### src/rtl/serial_alu_sequencer_if.sv
// serial_alu_sequencer_if: operand/op request and result bundle of the serial ALU
interface serial_alu_sequencer_if #(parameter int WIDTH = 32) ();
  logic start;
  logic [WIDTH-1:0] a;
  logic [WIDTH-1:0] b;
  logic [2:0] op;
  logic busy;
  logic done;
  logic [WIDTH-1:0] result;
  logic carryout;
  logic overflow;
  logic zero;
  modport master (output start, a, b, op, input busy, done, result, carryout, overflow, zero);
  modport slave (input start, a, b, op, output busy, done, result, carryout, overflow, zero);
endinterface

### src/rtl/serial_alu_sequencer.sv
// serial_alu_sequencer: bit-serial ALU, one slice per clock, LSB first into the result MSB
module serial_alu_sequencer #(parameter int WIDTH = 32) (
  input logic clk,
  input logic reset,
  serial_alu_sequencer_if.slave bus
);
  localparam int CW = $clog2(WIDTH);
  localparam logic [CW-1:0] LAST = CW'(WIDTH - 1);
  localparam logic [2:0] OP_ADD = 3'd0, OP_SUB = 3'd1, OP_XOR = 3'd2, OP_SLT = 3'd3;
  localparam logic [2:0] OP_AND = 3'd4, OP_NAND = 3'd5, OP_NOR = 3'd6;
  typedef enum logic [1:0] {IDLE, RUN, SLTFIX, DONE} state_t;
  state_t state, state_n;
  logic [CW-1:0] cnt;
  logic [WIDTH-1:0] a_r, b_r, result, result_n;
  logic [2:0] op_r;
  logic carry, carryout, overflow, zero, sum_msb;
  logic ai, bi, bb, sum, cout, inv, arith, bit_v, accept;
  always_comb begin
    inv = op_r == OP_SUB || op_r == OP_SLT;
    arith = inv || op_r == OP_ADD;
    ai = a_r[cnt];
    bi = b_r[cnt];
    bb = bi ^ inv;
    sum = ai ^ bb ^ carry;
    cout = (ai & bb) | (ai & carry) | (bb & carry);
    bit_v = arith ? sum : op_r == OP_XOR ? ai ^ bi : op_r == OP_AND ? ai & bi :
            op_r == OP_NAND ? ~(ai & bi) : op_r == OP_NOR ? ~(ai | bi) : ai | bi;
    accept = bus.start && (state == IDLE || state == DONE);
    state_n = accept ? RUN : state == DONE ? IDLE : state == SLTFIX ? DONE :
              (state == RUN && cnt == LAST) ? (op_r == OP_SLT ? SLTFIX : DONE) : state;
    // SLT collapses to the corrected sign of a-b once the subtraction has run
    result_n = state == RUN ? {bit_v, result[WIDTH-1:1]} :
               state == SLTFIX ? {{(WIDTH-1){1'b0}}, sum_msb ^ overflow} : result;
  end
  always_ff @(posedge clk) begin
    if (reset) begin
      state <= IDLE;
      cnt <= '0;
      carry <= 1'b0;
      result <= '0;
      carryout <= 1'b0;
      overflow <= 1'b0;
      zero <= 1'b0;
      sum_msb <= 1'b0;
      a_r <= '0;
      b_r <= '0;
      op_r <= '0;
    end else begin
      state <= state_n;
      result <= result_n;
      if (state_n == DONE) zero <= result_n == '0;
      if (accept) begin
        a_r <= bus.a;
        b_r <= bus.b;
        op_r <= bus.op;
        cnt <= '0;
        carry <= bus.op == OP_SUB || bus.op == OP_SLT;
      end else if (state == RUN) begin
        cnt <= cnt + 1'b1;
        if (arith) carry <= cout;
        if (cnt == LAST) begin
          sum_msb <= sum;
          overflow <= arith & (carry ^ cout);
          carryout <= cout & (op_r == OP_ADD || op_r == OP_SUB);
        end
      end
    end
  end
  assign bus.busy = state == RUN || state == SLTFIX;
  assign bus.done = state == DONE;
  assign bus.result = result;
  assign bus.carryout = carryout;
  assign bus.overflow = overflow;
  assign bus.zero = zero;
endmodule

### src/flat_wrapper.sv
// flat-port wrapper written by rule: the top's interface ports become plain ports
module serial_alu_sequencer_flat 
#(parameter int WIDTH = 32)
  (clk, reset, bus_start, bus_a, bus_b, bus_op, bus_busy, bus_done, bus_result, bus_carryout, bus_overflow, bus_zero);
  serial_alu_sequencer_if #(.WIDTH(WIDTH)) bus_i ();
  input logic clk;
  input logic reset;
  input wire logic [$bits(bus_i.start)-1:0] bus_start;
  input wire logic [$bits(bus_i.a)-1:0] bus_a;
  input wire logic [$bits(bus_i.b)-1:0] bus_b;
  input wire logic [$bits(bus_i.op)-1:0] bus_op;
  output wire logic [$bits(bus_i.busy)-1:0] bus_busy;
  output wire logic [$bits(bus_i.done)-1:0] bus_done;
  output wire logic [$bits(bus_i.result)-1:0] bus_result;
  output wire logic [$bits(bus_i.carryout)-1:0] bus_carryout;
  output wire logic [$bits(bus_i.overflow)-1:0] bus_overflow;
  output wire logic [$bits(bus_i.zero)-1:0] bus_zero;
  assign bus_i.start = bus_start;
  assign bus_i.a = bus_a;
  assign bus_i.b = bus_b;
  assign bus_i.op = bus_op;
  assign bus_busy = bus_i.busy;
  assign bus_done = bus_i.done;
  assign bus_result = bus_i.result;
  assign bus_carryout = bus_i.carryout;
  assign bus_overflow = bus_i.overflow;
  assign bus_zero = bus_i.zero;
  serial_alu_sequencer #(.WIDTH(WIDTH)) u_core (.clk(clk), .reset(reset), .bus(bus_i));
endmodule
### config.mk
export PLATFORM = sky130hd
export DESIGN_NAME = serial_alu_sequencer_flat
export DESIGN_NICKNAME = d
export VERILOG_FILES = /design/src/rtl/serial_alu_sequencer_if.sv /design/src/rtl/serial_alu_sequencer.sv /design/src/flat_wrapper.sv
export SDC_FILE = /design/constraint.sdc
export NUM_CORES = 1
export LEC_CHECK = 0
export CAP_MARGIN = 20
export CORE_MARGIN = 5
export CORE_UTILIZATION = 52
export CTS_BUF_LIST = sky130_fd_sc_hd__clkbuf_8
export CTS_CLUSTER_SIZE = 28
export DETAILED_ROUTE_END_ITERATION = 16
export GPL_TIMING_DRIVEN = 0
export PLACE_DENSITY = 0.82
export SLEW_MARGIN = 20
export SYNTH_ARGS = -nofsm -noshare
export SYNTH_HDL_FRONTEND = slang
export SYNTH_SLANG_ARGS = --single-unit
### constraint.sdc
create_clock -name clk -period 3.8 [get_ports clk]
set_clock_uncertainty 0.1 [all_clocks]
set_input_delay 0.38 -clock clk [delete_from_list [all_inputs] [get_ports clk]]
set_output_delay 0.38 -clock clk [all_outputs]
set_load 0.1 [all_outputs]
# --- Word level (Yosys, flattened, before mapping) ---
# Cells that the tools add are included.
op_classes:
  add_sub_neg: 1
  order_cmp: 1
  eq_ne: 13
  muxes: 19
  bitwise_logic: 18
  n_reduce_logical: 16
op_table:
  columns: ["cell", "n"]
  rows:
  - ["32-bit two-way mux", 2]
  - ["32-bit logical NOT", 1]
  - ["1-bit two-way mux", 11]
  - ["1-bit binary-select mux with 5-bit select", 2]
  - ["3-bit by 2-bit equality test with 1-bit output, second input constant", 3]
  - ["3-bit equality test, second input constant", 3]
  - ["2-bit two-way mux", 4]
  - ["1-bit bitwise AND", 6]
  - ["2-bit equality test, second input constant", 3]
  - ["3-bit by 1-bit equality test with 1-bit output, second input constant", 2]
  - ["1-bit logical OR", 6]
  - ["5-bit by 6-bit < comparator with 1-bit output, second input constant", 1]
  - ["1-bit XOR", 6]
  - ["5-bit by 1-bit adder with 5-bit output, second input constant", 1]
  - ["5-bit equality test, second input constant", 1]
  - ["2-bit nonzero test", 2]
  - ["3-bit logical NOT", 1]
  - ["1-bit inverter", 3]
  - ["1-bit OR", 3]
  - ["3-bit AND reduction", 1]
  - ["2-bit by 1-bit equality test with 1-bit output, second input constant", 1]
  - ["1-bit logical AND", 2]
  - ["2-bit logical NOT", 1]
  - ["2-bit AND reduction", 1]
  - ["2-bit OR reduction", 1]
word_totals:
  register_bits: 111
  inputBits: 70
  output_inout_bits: 37
  word_cells: 79

# --- Longest topological paths before layout ---
# Gate-level depths: netlist of the first run.
logic_depth:
  word_depth: 11
  depth_mapped: 12
  mapped_depth_nobuf: 11

# --- Worst setup path before layout of the first run ---
# OpenSTA, ideal clock, no wires.
synth_timing:
  kind: "register to register"
  start: "register u_core.cnt[1]"
  end: "register u_core.zero (netlist: u_core.bus.zero)"
  setup_time_ns: 0.087
  arrival_time_ns: 3.066
  required_ns: 3.613
  setup_slack_ns: 0.547
  path_stages_with_launch: 12
  path_buffers: 2
  synth_period_minus_slack_ns: 3.253
  path_cell_list: "dfxtp_1 buf_2 clkbuf_1 mux4_2 mux4_2 mux2i_1 inv_1 fa_1 mux2_2 nand3b_1 nand3_1 o31ai_1"
synth_between:
  word_cells_on_any_way: 26
  classes_between: "2 x eq/ne; 14 x mux; 8 x bitwise; 2 x reduce/logical"
synth_lines:
  columns: ["element", "line_no", "source"]
  rows:
  - ["from (decl)", "serial_alu_sequencer.sv:13", "logic [CW-1:0] cnt;"]
  - ["from (signal assigned)", "serial_alu_sequencer.sv:59", "cnt <= cnt + 1'b1;"]
  - ["1-bit binary-select mux with 5-bit select", "serial_alu_sequencer.sv:22", "bi = b_r[cnt];"]
  - ["1-bit two-way mux (not written as such)", "serial_alu_sequencer.sv:22", null]
  - ["1-bit XOR", "serial_alu_sequencer.sv:23", "bb = bi ^ inv;"]
  - ["1-bit XOR * (2 in a row)", "serial_alu_sequencer.sv:24", "sum = ai ^ bb ^ carry;"]
  - ["named net u_core.sum", "serial_alu_sequencer.sv:17", "logic ai, bi, bb, sum, cout, inv, arith, bit_v, accept;"]
  - ["1-bit two-way mux *", "serial_alu_sequencer.sv:26", "bit_v = arith ? sum : op_r == OP_XOR ? ai ^ bi : op_r == OP_AND ? ai & bi :"]
  - ["32-bit two-way mux *", "serial_alu_sequencer.sv:32", "result_n = state == RUN ? {bit_v, result[WIDTH-1:1]} :"]
  - ["32-bit logical NOT *", "serial_alu_sequencer.sv:51", "if (state_n == DONE) zero <= result_n == '0;"]
  - ["to (signal assigned)", "serial_alu_sequencer.sv:43", "zero <= 1'b0;"]
  - ["to (signal assigned)", "serial_alu_sequencer.sv:51", null]
  - ["to (decl)", "serial_alu_sequencer.sv:16", "logic carry, carryout, overflow, zero, sum_msb;"]
# Mark *: on every way through the listed nets, which the timed path passes. The rest lies on a longest branch. The select of a mux whose other input is x is not followed.
# A chain may end at the register's enable or synchronous reset.

# --- Final worst setup path of the first run ---
layout_timing:
  start: "register u_core.cnt[0]"
  end: "register u_core.zero (netlist: u_core.bus.zero)"
# The elaborated chain is that of the path after synthesis.

==> qor.csv, run 1 <==
stage,metric,value,unit
power_and_ir_drop,P per Cell Area,364.8,nW/um^2
power_and_ir_drop,peak supply drop,0.0002320,V
placement,routability cong.,0.8320,
finish,nets,736,
clock_network,H-tree depth,3,
clock_network,# Post-CTS Setup Buffers,0,
sta,worst slew pin tran,986.9,ps
synthesis,post-synthesis sequential area ratio,0.4690,
synthesis,Async SR Flop Fraction,0,
global_routing,met2 Use GR,0.3620,
setup_path,largest fanout on the critical path,10,
synthesis,synth unique cells,40,
setup_path,"Critical Path, Cell by Cell",buf_6 -> buf_8 -> mux4_1 -> mux4_2 -> mux2i_1 -> inv_1 -> fa_1 -> mux2_2 -> nand3b_1 -> nand3_1 -> o31ai_1,
synthesis,Compound-Gate Fraction of Synth Area,0.1418,
setup_path,worst setup path start,u_core.cnt[0],
synthesis,Post-synth EDFFs,0,
finish,Reg area,2222,sq um
setup_path,Worst path max stage delay,580,ps
flow_run,Max Cap Viol,0,
placement,placed insts,755,
finish,Finished Layout Cells,769,
setup_path,critical path type,flip-flop to flip-flop,
synthesis,"Primary FF master, synth",dfxtp_1,
clock_network,"CTS clk-pin slew, worst paths",100,ps
sta,unrepaired setup endpoints after global routing,no,
global_routing,global-route usage over all layers,0.2109,
global_routing,grt ovf,0,
synthesis,post-synthesis mux area share,0.1104,
die,site row count,34,
synthesis,synth cell count leaders,"nand2_1, dfxtp_1, a21oi_1, nor2_1, clkbuf_1",
clock_network,number of buffers created by CTS,9,
synthesis,Mean Syn Cell Area,8.742,sq um
clock_network,CTS tree,yes,
clock_network,Root Buffer,clkbuf_8,
power_and_ir_drop,Lkg Pwr,2.195,nW
routing,1st-iter DRT viols,178,
routing,TritonRoute pass-1 iters,5,
global_routing,largest net degree at the start of global routing,19,
sta,Rel. slew slack,0.3400,
setup_path,reg2reg start,u_core.cnt[0],
sta,f_max,0.2869,GHz
finish,FILL cells,683,
setup_path,crit path capture,u_core.bus.zero,
setup_path,r2r setup slk,310,ps
routing,vias per cell,5.645,
placement,dpl hpwl,9.022,mm
routing,DRC,0,
finish,ANT cells,0,
synthesis,most area-hungry cell type in the Yosys netlist,dfxtp_1,
die,Die Area,11120,sq um
sta,fin. max-slew vios,0,
die,area of the core,8806,sq um
synthesis,"count leader, synth",nand2_1,
synthesis,Synth Area in Adders,0.02535,
setup_path,element type at the critical path end,flip-flop,
sta,Tmin final,3485,ps
synthesis,cell area after synthesis,4738,sq um
finish,Multi-input gate area,2320,sq um
sta,Final Hold Fails,0,
synthesis,Yosys reg bits,111,
synthesis,Synth Area in XOR/XNOR,0.01294,
global_routing,initial antenna violation count,0,
synthesis,"top cells by area, synth","dfxtp_1, nand2_1, a21oi_1, mux4_2, a22oi_1",
die,Initial Util,0.5381,
synthesis,syn nets,621,
die,die height,105.5,um
global_routing,met1 GRT Util,0.2646,
placement,port bufs,105,
synthesis,cell count after synthesis,542,
setup_path,Critical Path RT,3990,ps
synthesis,largest family of logic cells by synthesized area,simple AND/OR/NAND/NOR gates,
synthesis,area share of the largest cell type after synthesis,0.4690,
routing,Routed WL,11.80,mm
routing,via count,4341,
clock_network,Worst-Skew Late Latency,380,ps
setup_path,Setup crit start kind,flip-flop,
die,Die W,105.5,um
sta,final worst-path cycle share,0.9172,
sta,final setup TNS,0,ps
synthesis,Post-Synth Simple-Gate Area,0.1991,
setup_path,reg2reg path depth,11,
global_routing,M3 GR Usage,0.03790,
die,io pins,107,
worst_hold_path,worst min path class,flip-flop to flip-flop,
sta,final setup violation count,0,
global_routing,busiest metal layer after global routing,met2,
routing,Final ANT Viol Nets,0,
finish,layout cells sized above 1,0.05144,
setup_path,Worst EP arrival,3670,ps
synthesis,Ys Warns,0,
global_routing,vias in the first global route,4311,
outcome,status,"complete, no violations",
finish,Synth-to-Final Area Change,28.76,%
global_routing,global-route wire length before repair,19.53,mm
clock_network,CTS Buffer Depth,2,
clock_network,CTS Sinks,111,
setup_path,worst flop-to-flop path endpoint,u_core.bus.zero,
routing,average wire per standard cell,15.34,um
setup_path,Worst path slowest cell,mux4_1,
[cell usage in the layout, fill, tap and decap left out, drive strengths merged, types with 2 or more instances in the layout]
cell | netlist | final
nor4 | 2 | 2
nand2 | 142 | 142
nand3 | 5 | 5
buf | 8 | 8
a21oi | 74 | 74
mux2 | 2 | 2
o41ai | 2 | 2
mux4 | 18 | 18
nor4b | 2 | 2
clkinv | 0 | 3
mux2i | 8 | 8
nor3 | 7 | 7
nor3b | 3 | 3
clkbuf | 33 | 42
a31oi | 2 | 2
nor2b | 5 | 5
nand4 | 3 | 3
dfxtp | 111 | 111
nand2b | 2 | 2
xor2 | 2 | 2
nor2 | 47 | 47
inv | 6 | 7
nand3b | 4 | 4
a22oi | 30 | 30
clkdlybuf4s50 | 0 | 105
ha | 8 | 8
xnor2 | 5 | 5
[final cells by class]
class | count | area share
clock inverter | 5 | 0.006973
multi-input combinational | 384 | 0.3802
inverter | 6 | 0.003692
buffer | 40 | 0.02789
sequential | 111 | 0.3642
tap | 108 | 0.02215
clock buffer | 10 | 0.02256
timing repair buffer | 105 | 0.1723
[flip-flops by register name (all words and copies together) (netlist names), 2 cells and up]
name,cells
u_core.op_r,3
u_core.a_r,32
u_core.b_r,32
u_core.bus.result,32
u_core.cnt,5
u_core.state,2
[metrics by stage]
stage	util	setup slack [ps]	hold slack (ps)	power, W	area [sq um]
floorplan	-	546.9	331.5	0.001455	4738
global placement	0.6728	115.4	337.1	0.001577	5924
detailed placement	0.6728	60.62	344.3	0.001588	5924
CTS	0.6928	331.0	358.6	0.002230	6101
global route	0.6928	183.0	379.4	0.002315	6101
finish	0.6928	314.8	358.6	0.002226	6101
[layer usage]
metal,routed length [um],vias up,share of wire
met5,0,-,0
met4,254,0,0.022
met3,658,23,0.056
met2,5764,150,0.49
met1,5120,2065,0.43
li1,-,2103,-
[worst min-delay path by stage]
stage          cells after the start  slack (ps)        endpoint      startpoint
2_1_floorplan                      2         330  u_core.a_r[13]  u_core.a_r[13]
3_3_place_gp                       2         340  u_core.a_r[28]  u_core.a_r[28]
3_5_place_dp                       2         340  u_core.a_r[21]  u_core.a_r[21]
4_1_cts                            2         360  u_core.a_r[30]  u_core.a_r[30]
5_1_grt                            2         380  u_core.a_r[14]  u_core.a_r[14]
6_report                           2         360   u_core.b_r[6]   u_core.b_r[6]
[worst max-delay path, delay by kind of cell, from the launching register on]
family                     cells  cell delay (ps)
AOI/OAI and AO/OA              1              240
DFF                            1              360
buffers and inverters          3              430
and+or+nand+nor                2              200
muxes                          4             1550
adders and majority gates      1              510
[logic make-up (layout without fill, tap and decap cells)]
kind of cell	count (synthesis)	after routing
XOR/XNOR	7	7
AND/OR/NAND/NOR	226	226
multiplexers	28	28
adder cells (fa/ha/maj)	9	9
flip-flops	111	111
AO/OA/AOI/OAI	114	114
buffers and inverters	47	166
[power breakdown]
| part | leakage [nW] | internal [W] | total (W) | switching (W) |
|---|---|---|---|---|
| Combinational | 1.20 | 0.000153 | 0.000326 | 0.000173 |
| Clock | 0.0889 | 0.000259 | 0.000661 | 0.000402 |
| Sequential | 0.905 | 0.00121 | 0.00124 | 0.0000277 |
[timing repair]
| item | 4_1_cts | 5_1_grt |
|---|---|---|
| setup endpoints to repair | 1 | 0 |
| hold buffers | 0 | 0 |
| hold endpoints to repair | 0 | 0 |
| resized for setup | 0 | 0 |
Power figures use the tool's default switching activity.
==> inputs of run 2 (changes only) <==
CELL_PAD_IN_SITES_DETAIL_PLACEMENT = 0   (was not set)
CELL_PAD_IN_SITES_GLOBAL_PLACEMENT = 2   (was not set)
CORE_MARGIN = not set   (was 5)
CORE_UTILIZATION = 31   (was 52)
PLACE_DENSITY = not set   (was 0.82)
PLACE_DENSITY_LB_ADDON = 0.1   (was not set)
==> run 2 against run 1 <==
  * The run now ends with design-rule violations left
  * Die area is 42% higher
  * Worst setup slack worse by 40 ps
  * Hold slack worse by 4.5 ps
  * Final cell count is 9.9% higher
  * Fmax is 1.1% lower
  * Design area is 1.5% higher
  * Flip-flop and latch count stayed put
  * Critical endpoint unchanged
  * Largest cell class unchanged
  * Largest power group unchanged
==> qor.csv, run 2 (synthesis gave the netlist of run 1 again) <==
stage,metric,value,unit
setup_path,element type at the critical path end,flip-flop,
finish,final core area utilization,0.4213,
setup_path,r2r setup slk,270,ps
setup_path,WP depth,11,
sta,Tmin final,3525,ps
power_and_ir_drop,P per Cell Area,364.7,nW/um^2
setup_path,Setup crit start kind,flip-flop,
sta,final worst-path cycle share,0.9278,
global_routing,largest net degree at the start of global routing,19,
clock_network,Worst-Skew Late Latency,380,ps
finish,layout cells sized above 1,0.04992,
sta,worst slew pin tran,983.7,ps
setup_path,reg2reg path depth,11,
die,Die Area,15780,sq um
clock_network,"CTS clk-pin slew, worst paths",100,ps
sta,unrepaired setup endpoints after global routing,no,
worst_hold_path,worst min path class,flip-flop to flip-flop,
clock_network,post-CTS sizing,0,
routing,vias per cell,4.928,
sta,f_max,0.2837,GHz
die,Initial Util,0.3224,
flow_run,Max Cap Viol,0,
outcome,failing checks,design-rule violations,
power_and_ir_drop,Lkg Pwr,2.206,nW
routing,via count,4164,
sta,fin. max-slew vios,0,
power_and_ir_drop,peak supply drop,0.0001324,V
setup_path,worst flop-to-flop path endpoint,u_core.bus.zero,
sta,final setup violation count,0,
die,area of the core,14700,sq um
clock_network,CTS Buffer Depth,2,
clock_network,number of buffers created by CTS,9,
setup_path,critical path's top delay family,multiplexers,
sta,final setup TNS,0,ps
routing,TritonRoute pass-1 iters,13,
routing,1st-iter DRT viols,230,
sta,Rel. slew slack,0.3422,
setup_path,worst setup path start,u_core.cnt[0],
global_routing,global-route usage over all layers,0.1713,
global_routing,vias in the first global route,4082,
clock_network,hold buffers post-CTS,0,
setup_path,Worst path max stage delay,580,ps
finish,nets,736,
placement,dpl hpwl,9.960,mm
placement,port bufs,105,
setup_path,Worst EP arrival,3730,ps
clock_network,CTS tree,yes,
finish,top flop regs,"u_core.a_r x32, u_core.b_r x32, u_core.bus.result x32",
routing,average wire per standard cell,15.42,um
setup_path,Critical Path RT,4000,ps
setup_path,critical path type,flip-flop to flip-flop,
finish,most frequent cells in the layout,"nand2_1, dfxtp_1, clkdlybuf4s50_1",
finish,Synth-to-Final Area Change,30.71,%
power_and_ir_drop,Tot Pwr,0.002259,W
die,die height,125.6,um
finish,ANT cells,0,
setup_path,Buf/Inv on CP,3,
sta,Final Hold Fails,0,
placement,placed cell area,6020,sq um
die,site row count,44,
clock_network,Root Buffer,clkbuf_8,
routing,Final ANT Viol Nets,0,
routing,DRC,7,
setup_path,largest fanout on the critical path,10,
clock_network,CTS Sinks,111,
global_routing,grt ovf,0,
die,Die W,125.6,um
finish,fin area,6193,sq um
clock_network,H-tree depth,3,
setup_path,reg2reg start,u_core.cnt[0],
setup_path,crit path capture,u_core.bus.zero,
placement,routability cong.,0.7897,
global_routing,global-route wire length before repair,21.04,mm
clock_network,# Post-CTS Setup Buffers,0,
sta,final hold slack,354.0,ps
routing,Routed WL,13.03,mm
setup_path,Worst path slowest cell,mux4_1,
setup_path,"Critical Path, Cell by Cell",buf_6 -> buf_8 -> mux4_1 -> mux4_2 -> mux2i_1 -> inv_1 -> fa_1 -> mux2_2 -> nand3b_1 -> nand3_1 -> o31ai_1,
global_routing,initial antenna violation count,0,
die,io pins,107,
finish,"most common cell after layout, fill and taps aside",nand2_1,
outcome,status,finished with violations,
run 2: worst min path at each step:
stage / end / cells past startpoint / startpoint
6_report: u_core.a_r[26] / 2 / u_core.a_r[26]
3_5_place_dp: u_core.a_r[26] / 2 / u_core.a_r[26]
4_1_cts: u_core.a_r[26] / 2 / u_core.a_r[26]
5_1_grt: u_core.a_r[26] / 2 / u_core.a_r[26]
2_1_floorplan: u_core.a_r[13] / 2 / u_core.a_r[13]
3_3_place_gp: u_core.a_r[26] / 2 / u_core.a_r[26]
run 2: per-layer routing:
metal / share of wire / GRT usage / vias to the layer above / routed length, um
li1: - / - / 2094 / -
met1: 0.48 / 0.2258 / 1967 / 6298
met2: 0.46 / 0.2824 / 87 / 6059
met3: 0.035 / 0.02549 / 16 / 453
met4: 0.017 / 0.06743 / 0 / 220
met5: 0 / 0 / - / 0
run 2: cell type report:
class / instances / area (sq um)
clock buffers: 9 / 123.9
repair buffers: 105 / 1051
multi-input cells: 384 / 2320
well taps: 184 / 230.2
plain buffers: 40 / 170.2
fillers: 1505 / 8506
inverters: 6 / 22.52
flip-flops and latches: 111 / 2222
clock inverters: 6 / 53.80
run 2: through the flow:
| stage | setup WS (ps) | cells |
|---|---|---|
| finish | 274.5 | 845 |
| global route | 52.86 | 845 |
| CTS | 255.8 | 845 |
| detailed placement | -102.5 | 831 |
| global placement | -103.0 | 831 |
| floorplan | 546.9 | 542 |
run 2: report_power, final:
part | leakage (nW) | internal, W | total (W) | switching, W
Clock | 0.0998 | 0.000295 | 0.000688 | 0.000393
Combinational | 1.20 | 0.000153 | 0.000332 | 0.000179
Sequential | 0.905 | 0.00121 | 0.00124 | 0.0000281
run 2: tightest hold or removal path: cells and delay by family, from the launching register on:
| family | cells | cell delay, ps |
|---|---|---|
| flip-flops | 1 | 320 |
| AO/OA/AOI/OAI | 1 | 50 |
| AND/OR/NAND/NOR | 1 | 50 |
